### src/rtl/stream_adder_top.sv
// Join-and-add of two valid/ready streams through per-channel skid FIFOs.
// Ports: ref_clk/rst (sync, active-high), clk_out (forwarded ref_clk),
//   dinp_a/valid_a/ready_a, dinp_b/valid_b/ready_b (input streams),
//   out/valid_out (registered DATA_W+1 sum, consumer always accepts).

module stream_adder_fifo #(
  parameter int W     = 8,
  parameter int DEPTH = 2
) (
  input  logic         clk,
  input  logic         rst,
  input  logic [W-1:0] din,
  input  logic         push,
  input  logic         pop,
  output logic [W-1:0] head,
  output logic         ready,
  output logic         nonempty
);
  localparam int PW = (DEPTH > 1) ? $clog2(DEPTH) : 1;
  localparam int CW = $clog2(DEPTH + 1);
  localparam logic [CW-1:0] FULL = CW'(DEPTH);

  logic [W-1:0]  mem [DEPTH];
  logic [PW-1:0] wr_ptr;
  logic [PW-1:0] rd_ptr;
  logic [CW-1:0] count;

  assign head     = mem[rd_ptr];
  // Full deasserts ready even when popping this cycle.
  assign ready    = !rst && (count < FULL);
  assign nonempty = (count != '0);

  always_ff @(posedge clk) begin
    if (push) begin
      mem[wr_ptr] <= din;
    end
  end

  // Power-of-two depth lets the pointers wrap naturally.
  always_ff @(posedge clk) begin
    if (rst) begin
      wr_ptr <= '0;
      rd_ptr <= '0;
      count  <= '0;
    end else begin
      if (push) wr_ptr <= wr_ptr + PW'(1);
      if (pop)  rd_ptr <= rd_ptr + PW'(1);
      unique case ({push, pop})
        2'b10:   count <= count + CW'(1);
        2'b01:   count <= count - CW'(1);
        default: count <= count;
      endcase
    end
  end
endmodule

module stream_adder_top #(
  parameter int DATA_W     = 8,
  parameter int SKID_DEPTH = 2
) (
  input  logic              ref_clk,
  input  logic              rst,
  output logic              clk_out,
  input  logic [DATA_W-1:0] dinp_a,
  input  logic              valid_a,
  output logic              ready_a,
  input  logic [DATA_W-1:0] dinp_b,
  input  logic              valid_b,
  output logic              ready_b,
  output logic [DATA_W:0]   out,
  output logic              valid_out
);
  logic              push_a;
  logic              push_b;
  logic              ne_a;
  logic              ne_b;
  logic              pop;
  logic [DATA_W-1:0] head_a;
  logic [DATA_W-1:0] head_b;

  assign clk_out = ref_clk;
  assign push_a  = valid_a && ready_a;
  assign push_b  = valid_b && ready_b;
  // Operands are only ever consumed as a pair.
  assign pop     = ne_a && ne_b;

  stream_adder_fifo #(
    .W     (DATA_W),
    .DEPTH (SKID_DEPTH)
  ) u_fifo_a (
    .clk      (ref_clk),
    .rst      (rst),
    .din      (dinp_a),
    .push     (push_a),
    .pop      (pop),
    .head     (head_a),
    .ready    (ready_a),
    .nonempty (ne_a)
  );

  stream_adder_fifo #(
    .W     (DATA_W),
    .DEPTH (SKID_DEPTH)
  ) u_fifo_b (
    .clk      (ref_clk),
    .rst      (rst),
    .din      (dinp_b),
    .push     (push_b),
    .pop      (pop),
    .head     (head_b),
    .ready    (ready_b),
    .nonempty (ne_b)
  );

  always_ff @(posedge ref_clk) begin
    if (rst) begin
      out       <= '0;
      valid_out <= 1'b0;
    end else if (pop) begin
      out       <= {1'b0, head_a} + {1'b0, head_b};
      valid_out <= 1'b1;
    end else begin
      valid_out <= 1'b0;
    end
  end
endmodule

### config.mk
export PLATFORM = sky130hd
export DESIGN_NAME = stream_adder_top
export DESIGN_NICKNAME = d
export VERILOG_FILES = /design/src/rtl/stream_adder_top.sv
export SDC_FILE = /design/constraint.sdc
export NUM_CORES = 1
export LEC_CHECK = 0
export ABC_AREA = 1
export CORE_MARGIN = 10
export CORE_UTILIZATION = 60
export CTS_BUF_LIST = sky130_fd_sc_hd__clkbuf_4 sky130_fd_sc_hd__clkbuf_8
export CTS_CLUSTER_SIZE = 12
export DETAILED_ROUTE_END_ITERATION = 8
export GPL_TIMING_DRIVEN = 1
export PLACE_DENSITY = 0.9
export SYNTH_ARGS = -nofsm -noshare
export SYNTH_HDL_FRONTEND = slang
export SYNTH_SLANG_ARGS = --single-unit
### constraint.sdc
create_clock -name ref_clk -period 5.4 [get_ports ref_clk]
set_input_delay 0.81 -clock ref_clk [delete_from_list [all_inputs] [get_ports ref_clk]]
set_output_delay 0.81 -clock ref_clk [all_outputs]
set_load 0.02 [all_outputs]
==> results of run 1 <==
## where the power goes
part	switching [uW]	leakage (uW)	total [uW]	internal, uW
registers	32.9	0.000456	492	459
logic	141	0.000538	257	117
clock network	148	0.0000802	350	202
## cells in the mapped netlist (3+ instances only)
| master | number |
|---|---|
| xor2_1 | 4 |
| nor2_1 | 23 |
| o21ai_0 | 6 |
| nand2_1 | 24 |
| o21ai_1 | 3 |
| mux2_2 | 16 |
| a21oi_1 | 13 |
| nand3b_1 | 3 |
| edfxtp_1 | 32 |
| dfxtp_1 | 20 |
| nand3_1 | 8 |
| ha_1 | 10 |
| buf_6 | 3 |
| inv_1 | 14 |
## kinds of logic (layout without fill, tap and decap cells)
| group | after synthesis | in the layout | share of synthesized area |
|---|---|---|---|
| xor gates and xnor gates | 5 | 5 | 0.0191 |
| muxes | 16 | 16 | 0.0784 |
| buffers and inverters | 21 | 58 | 0.0479 |
| and+or+nand+nor | 66 | 66 | 0.128 |
| DFF | 52 | 52 | 0.593 |
| AOI/OAI and AO/OA | 26 | 26 | 0.0708 |
| adders and majority gates | 11 | 11 | 0.0632 |
## worst register-to-register path: cells and delay by family, from the launching register on
family,cells,cell delay [ns]
adders and majority gates,2,0.64
and+or+nand+nor,7,0.63
DFF,1,0.57
muxes,1,0.39
buffers and inverters,1,0.04
## metrics by stage
step                      utilization  hold slack [ns]  instance area, um^2
after floorplan                     -            0.426                 2300
after global placement          0.712            0.435                 2630
after detailed placement        0.712            0.445                 2630
after CTS                       0.753            0.468                 2780
after global routing            0.753            0.509                 2780
final                           0.753            0.471                 2780
## sequential cells by signal (all words and copies together), names as in the netlist, named ones only
name / count
u_fifo_a.rd_ptr: 1
u_fifo_b.count: 2
valid_out: 1
out: 9
u_fifo_b.wr_ptr: 1
u_fifo_a.count: 2
u_fifo_a.wr_ptr: 1
u_fifo_b.mem: 16
u_fifo_a.mem: 16
u_fifo_b.rd_ptr: 1
## path summary, 6_finish.rpt
kind	startpoint	endpoint	slack, ns	depth (start not counted)
hold / removal	u_fifo_a.rd_ptr	u_fifo_a.rd_ptr	0.47	1
setup reg to reg	flop	out[6]	3.03	11
setup / recovery	ref_clk	clk_out	1.13	3
hold reg to reg	u_fifo_a.rd_ptr	u_fifo_a.rd_ptr	0.47	1
## routing by layer
layer  vias to the layer above  GRT usage  part of all wire
li1                        753          -                 -
met1                       747      0.168              0.42
met2                        50      0.252              0.50
met3                         9     0.0535             0.063
met4                         0     0.0731             0.015
met5                         -          0                 0
## cells in the final DEF (no fill, tap or decap), drive strengths merged, types with 10 or more instances in the layout
cell           instances
mux2                  16
edfxtp                32
a21oi                 13
nand2                 24
clkdlybuf4s50         32
nor2                  25
nand3                 10
ha                    10
dfxtp                 20
inv                   15
## layout make-up
class / instances / area share
Inverter: 15 / 0.0212
Clock buffer: 10 / 0.0459
Tap cell: 48 / 0.0216
Multi-Input combinational cell: 124 / 0.297
Clock inverter: 2 / 0.0126
Timing Repair Buffer: 31 / 0.112
Sequential cell: 52 / 0.490
==> out/qor.csv, run 1 <==
metric,value,unit
final std cells w/o fill,282,
most frequent cell on the critical path,clkbuf_8,
Final #Nets,264,
"EDFF count, synth",32,
post_cts resized,0,
HPWL after detailed placement,3210,um
final setup vio count,0,
max_slew headroom,0.496,
largest fanout on the critical path,2,
Die Ht,81.9,um
sequential-to-total area share from yosys stat,0.593,
Core ar.,0.00369,mm^2
asr flop ratio synth,0,
number of synthesized register bits,52,
YS warnings,0,
Iter 0 DRT Violations,172,
CTS tree,yes,
top cell type by total area after synthesis,edfxtp_1,
Max VDD drop,0.000341,V
die area,0.00670,mm^2
hold_buf cts,0,
layout cell share with drive strength beyond 1,0.150,
DR pass1 iterations,4,
total track usage,0.151,
maxcap violations,0,
post-synth top area share,0.418,
Area Growth Syn to Fin,21.0,%
Synth cell types,26,
Crit Path Class,clock port to output pin,
worst skew pair latency,0.41,ns
crit path cell chain,clkbuf_8 > clkbuf_8 > clkdlybuf4s50_1,
Final Skew,0.00963,ns
Hold Path Class,flop to flop,
I/O pins,33,
Slowest Stage Delay on Critical Path,0.53,ns
syn_nets,228,
"top cells by area, synth","edfxtp_1, dfxtp_1, mux2_2",
Post-Route Setup TNS,0,ns
drt drc,0,
Avg WL per Cell,16.5,um
Post-Syn Instances,197,
power consumption,1100,uW
measured slew at the worst slew-check pin,0.753,ns
routed wire length,4650,um
placed insts,271,
"Slowest-stage cell, CP",clkdlybuf4s50_1,
"Arr. time, crit path",3.46,ns
clk slew on worst S/H paths,0.09,ns
CP Buf/Inv Count,3,
Setup crit start kind,clock port,
Post-DRT Antenna Nets,0,
RSZ-0062 raised after global routing,false,
first-pass GRT wire length,7670,um
"Primary FF master, synth",edfxtp_1,
pin count of the biggest net entering global routing,24,
ant diodes,0,
Fin. Hold Viols,0,
vias per cell,5.53,
outcome,completed,
Initial Util,0.623,
Row Count,22,
Overflow after GRT,0,
Crit. End Element,output pin,
final worst slack,1.13,ns
# Post-CTS Setup Buffers,0,
Power per Cell Area,396,mW/mm^2
CP top delay family,buffers and inverters,
vias post-DR,1559,
count of buffers from port buffering,32,
CP Data Required Time,4.59,ns
register area,0.00136,mm^2
post-synthesis cell area,0.00230,mm^2
chip width,81.9,um
vias in the first global route,1634,
max-slew violations,0,
leakage dissipation,0.00107,uW
Multi-input gate area,826,um^2
routability congestion estimate,0.882,
syn avg cell area,11.7,um^2
filler instances,238,
post-place setup slack,1.38,ns
antenna violations before repair,0,
Note: power is estimated with default switching activity, not from simulation.
==> inputs of run 2 (changes only) <==
--- a/config.mk
+++ b/config.mk
@@ -7,12 +7,12 @@
 export LEC_CHECK = 0
 export ABC_AREA = 1
 export CORE_MARGIN = 10
-export CORE_UTILIZATION = 60
+export CORE_UTILIZATION = 56
 export CTS_BUF_LIST = sky130_fd_sc_hd__clkbuf_4 sky130_fd_sc_hd__clkbuf_8
 export CTS_CLUSTER_SIZE = 12
 export DETAILED_ROUTE_END_ITERATION = 8
 export GPL_TIMING_DRIVEN = 1
-export PLACE_DENSITY = 0.9
+export PLACE_DENSITY = 0.85
 export SYNTH_ARGS = -nofsm -noshare
 export SYNTH_HDL_FRONTEND = slang
 export SYNTH_SLANG_ARGS = --single-unit
==> constraint.sdc (replaced) <==
create_clock -name ref_clk -period 4.2 [get_ports ref_clk]
set_input_delay 0.63 -clock ref_clk [delete_from_list [all_inputs] [get_ports ref_clk]]
set_output_delay 0.63 -clock ref_clk [all_outputs]
set_load 0.02 [all_outputs]
==> out/qor.csv, run 2 (synthesized netlist as in run 1, its figures left out) <==
metric,value,unit
CP Data Required Time,3.57,ns
Logic pwr share,0.242,
post_cts resized,0,
pin count of the biggest net entering global routing,24,
power consumption,1340,uW
Row Count,23,
Die Ht,84.1,um
Final #Nets,264,
Hold Path Class,flop to flop,
largest fanout on the critical path,2,
worst skew pair latency,0.41,ns
I/O pins,33,
Iter 0 DRT Violations,66,
max-slew violations,0,
# Post-CTS Setup Buffers,0,
Overflow after GRT,0,
first-pass GRT wire length,7490,um
Initial Util,0.578,
register share of total power,0.471,
chip width,84.1,um
Setup crit start kind,clock port,
routability congestion estimate,0.828,
biggest regs,"u_fifo_a.mem x16, u_fifo_b.mem x16, out x9",
"Arr. time, crit path",2.85,ns
maxcap violations,0,
met3 usage,0.0410,
leakage dissipation,0.00106,uW
DR pass1 iterations,4,
"Cell Area, Placed",0.00263,mm^2
measured slew at the worst slew-check pin,0.752,ns
vias per cell,5.21,
ant diodes,0,
max_slew headroom,0.497,
net switching power,407,uW
CTS tree,yes,
Max VDD drop,0.000330,V
Final Skew,0.00425,ns
Fin. Hold Viols,0,
Crit Path Class,clock port to output pin,
highest-count cells in the layout ignoring fill and taps,"clkdlybuf4s50_1, edfxtp_1, nand2_1",
Power per Cell Area,486,mW/mm^2
design area,0.00276,mm^2
clock share of power,0.287,
met2 usage in global routing,0.214,
antenna violations before repair,0,
Area Growth Syn to Fin,20.0,%
RSZ-0062 raised after global routing,false,
filler instances,317,
vias post-DR,1479,
count of buffers from port buffering,32,
Sw Ratio,0.304,
clk slew on worst S/H paths,0.09,ns
routed wire length,4340,um
busiest layer in global routing,met2,
total track usage,0.132,
met1 Use GR,0.148,
final setup vio count,0,
hold_buf cts,0,
final hold slack,0.460,ns
die area,0.00706,mm^2
Crit. End Element,output pin,
Core ar.,0.00397,mm^2
Avg WL per Cell,15.3,um
outcome,completed,
vias in the first global route,1595,
Int Power,933,uW
drt drc,0,
layout cell share with drive strength beyond 1,0.145,
Post-DRT Antenna Nets,0,
HPWL after detailed placement,3270,um
Post-Route Setup TNS,0,ns
==> run 2: cell types whose count changed in the layout (fill, tap and decap cells not counted) <==
cell and change:
clkbuf_4 -1, bufinv_16 -1, inv_6 +1, clkinv_1 +1
==> run 2: per-stage QoR <==
step	worst slack, ns	instances	utilization
2_1_floorplan	1.34	197	-
3_3_place_gp	0.962	273	0.662
3_5_place_dp	0.962	273	0.662
4_1_cts	0.706	284	0.694
5_1_grt	0.708	284	0.694
6_report	0.718	284	0.694
==> run 2: final timing paths <==
path	startpoint	end	slack, ns	depth (start not counted)
setup / recovery	ref_clk	clk_out	0.72	3
hold / removal	u_fifo_a.rd_ptr	flop	0.46	1
hold reg to reg	u_fifo_a.rd_ptr	flop	0.46	1
setup reg to reg	flop	out[6]	1.87	11
==> run 2: routing by layer <==
| layer | wire length (um) | up-vias |
|---|---|---|
| met5 | 0 | - |
| met4 | 93 | 0 |
| met3 | 207 | 6 |
| met2 | 2130 | 37 |
| met1 | 1910 | 681 |
| li1 | - | 755 |
==> run 2: layout make-up <==
class	instances	area, um^2	share of cell area
clock buffer	9	120	0.0436
clock inverter	3	17.5	0.00635
inverter	15	58.8	0.0213
multi-input combinational	124	826	0.300
sequential	52	1360	0.494
tap	50	62.6	0.0227
timing repair buffer	31	310	0.113
==> run 2: critical path: stages <==
cell	delay [ns]
clkbuf_8	0.11
clkbuf_8	0.12
clkdlybuf4s50_1	0.53
==> run 2: power groups by stage <==
stage	registers (uW)	logic, uW	clock network [uW]
after floorplan	646	220	27.8
after global placement	639	313	32.0
after detailed placement	643	323	32.0
after CTS	631	325	392
after global routing	637	363	423
final	631	324	385
==> inputs of run 3 (changes only) <==
--- a/config.mk
+++ b/config.mk
@@ -7,12 +7,12 @@
 export LEC_CHECK = 0
 export ABC_AREA = 1
 export CORE_MARGIN = 10
-export CORE_UTILIZATION = 56
+export CORE_UTILIZATION = 50
 export CTS_BUF_LIST = sky130_fd_sc_hd__clkbuf_4 sky130_fd_sc_hd__clkbuf_8
 export CTS_CLUSTER_SIZE = 12
 export DETAILED_ROUTE_END_ITERATION = 8
 export GPL_TIMING_DRIVEN = 1
-export PLACE_DENSITY = 0.85
+export PLACE_DENSITY = 0.8
 export SYNTH_ARGS = -nofsm -noshare
 export SYNTH_HDL_FRONTEND = slang
 export SYNTH_SLANG_ARGS = --single-unit
==> constraint.sdc (replaced) <==
create_clock -name ref_clk -period 3.1 [get_ports ref_clk]
set_input_delay 0.465 -clock ref_clk [delete_from_list [all_inputs] [get_ports ref_clk]]
set_output_delay 0.465 -clock ref_clk [all_outputs]
set_load 0.02 [all_outputs]
==> out/qor.csv, run 3 (synthesized netlist as in run 1, its figures left out) <==
metric,value,unit
outcome,completed,
worst skew pair latency,0.41,ns
Reg2Reg Depth,11,
RSZ-0062 raised after global routing,false,
largest fanout on the critical path,2,
filler instances,349,
ant diodes,0,
Row Count,24,
Post-Route Setup TNS,0,ns
Area Growth Syn to Fin,23.6,%
Crit Path Class,clock port to output pin,
first-pass GRT wire length,7080,um
WL met2,1940,um
biggest regs,"u_fifo_a.mem x16, u_fifo_b.mem x16, out x9",
Final Skew,0.00645,ns
power consumption,2050,uW
critical path endpoint,clk_out,
R2R Setup Slk,0.90,ns
CP top delay family,buffers and inverters,
final hold slack,0.466,ns
total track usage,0.120,
Met3 Wirelength,204,um
highest-count cells in the layout ignoring fill and taps,"clkdlybuf4s50_1, edfxtp_1, nand2_1",
R2R Path End,out[6],
Hold Path Class,flop to flop,
maxcap violations,0,
clk slew on worst S/H paths,0.09,ns
post_cts resized,0,
antenna violations before repair,0,
CP Data Required Time,2.63,ns
"Arr. time, crit path",2.30,ns
register area,0.00136,mm^2
# Post-CTS Setup Buffers,0,
I/O pins,33,
Crit. End Element,output pin,
die area,0.00771,mm^2
routability congestion estimate,0.908,
Core ar.,0.00441,mm^2
Post-DRT Antenna Nets,0,
most frequent cell on the critical path,clkbuf_8,
CP startpoint,ref_clk,
Slowest Stage Delay on Critical Path,0.53,ns
routed wire length,4120,um
Fin. Hold Viols,0,
Max VDD drop,0.000462,V
vias post-DR,1458,
CTS tree,yes,
Iter 0 DRT Violations,55,
vias in the first global route,1522,
Setup crit start kind,clock port,
crit path cell chain,clkbuf_8 > clkbuf_8 > clkdlybuf4s50_1,
Initial Util,0.520,
hold_buf cts,0,
CP Buf/Inv Count,3,
count of buffers from port buffering,32,
DR pass1 iterations,4,
Die Ht,87.8,um
chip width,87.8,um
layout cell share with drive strength beyond 1,0.153,
final setup vio count,0,
pin count of the biggest net entering global routing,24,
max-slew violations,0,
Final #Nets,265,
Power per Cell Area,722,mW/mm^2
drt drc,0,
HPWL after detailed placement,3070,um
measured slew at the worst slew-check pin,0.746,ns
vias per cell,5.08,
max_slew headroom,0.501,
DRT met1 WL,1880,um
Worst path depth,3,
Avg WL per Cell,14.4,um
Multi-input gate area,826,um^2
leakage dissipation,0.00110,uW
top routing layer used,met4,
"Slowest-stage cell, CP",clkdlybuf4s50_1,
Overflow after GRT,0,
==> run 3: cell count changes in the layout (fill, tap and decap cells not counted), sizes merged <==
cell and change:
clkinv -1, inv -1, clkinvlp -1, buf +1
bufinv +3
==> run 3: worst min path at each step <==
stage	endpoint	depth (start not counted)	start
2_1_floorplan	flop	1	u_fifo_b.rd_ptr
3_3_place_gp	u_fifo_a.rd_ptr	1	u_fifo_a.rd_ptr
3_5_place_dp	u_fifo_a.rd_ptr	1	u_fifo_a.rd_ptr
4_1_cts	u_fifo_a.rd_ptr	1	u_fifo_a.rd_ptr
5_1_grt	u_fifo_b.rd_ptr	1	u_fifo_b.rd_ptr
6_report	u_fifo_a.rd_ptr	1	u_fifo_a.rd_ptr
==> run 3: per-stage QoR <==
step           cells  setup WS, ns  area, um^2  utilization
4_1_cts          287         0.318        2840        0.643
2_1_floorplan    197         0.951        2300            -
3_3_place_gp     276         0.577        2640        0.598
5_1_grt          287         0.296        2840        0.643
6_report         287         0.332        2840        0.643
3_5_place_dp     276         0.577        2640        0.598
==> run 3: layout make-up <==
| type | count | area share |
|---|---|---|
| clock buffers | 9 | 0.0423 |
| clock inverters | 3 | 0.0317 |
| inverters | 15 | 0.0207 |
| multi-input cells | 124 | 0.291 |
| flip-flops and latches | 52 | 0.480 |
| well taps | 52 | 0.0229 |
| repair buffers | 32 | 0.112 |
==> run 3: worst register-to-register path: stages (launching register included) <==
cell	delay [ns]
dfxtp_1	0.54
mux2_2	0.38
ha_1	0.22
fa_1	0.40
nand2_1	0.08
nand2_1	0.08
nand3b_1	0.11
nand2_1	0.07
nand2_1	0.07
nand3_1	0.06
nand2_1	0.07
inv_1	0.03
==> run 3: power by group <==
| group | internal, uW | switching, uW | total, uW |
|---|---|---|---|
| sequential | 800 | 51.7 | 852 |
| combinational | 204 | 237 | 440 |
| clock | 507 | 251 | 758 |
==> run 3: metal layers <==
layer,global-route usage,vias up
li1,-,749
met2,0.180,34
met3,0.0353,5
met5,0,-
met4,0.0826,0
met1,0.146,670
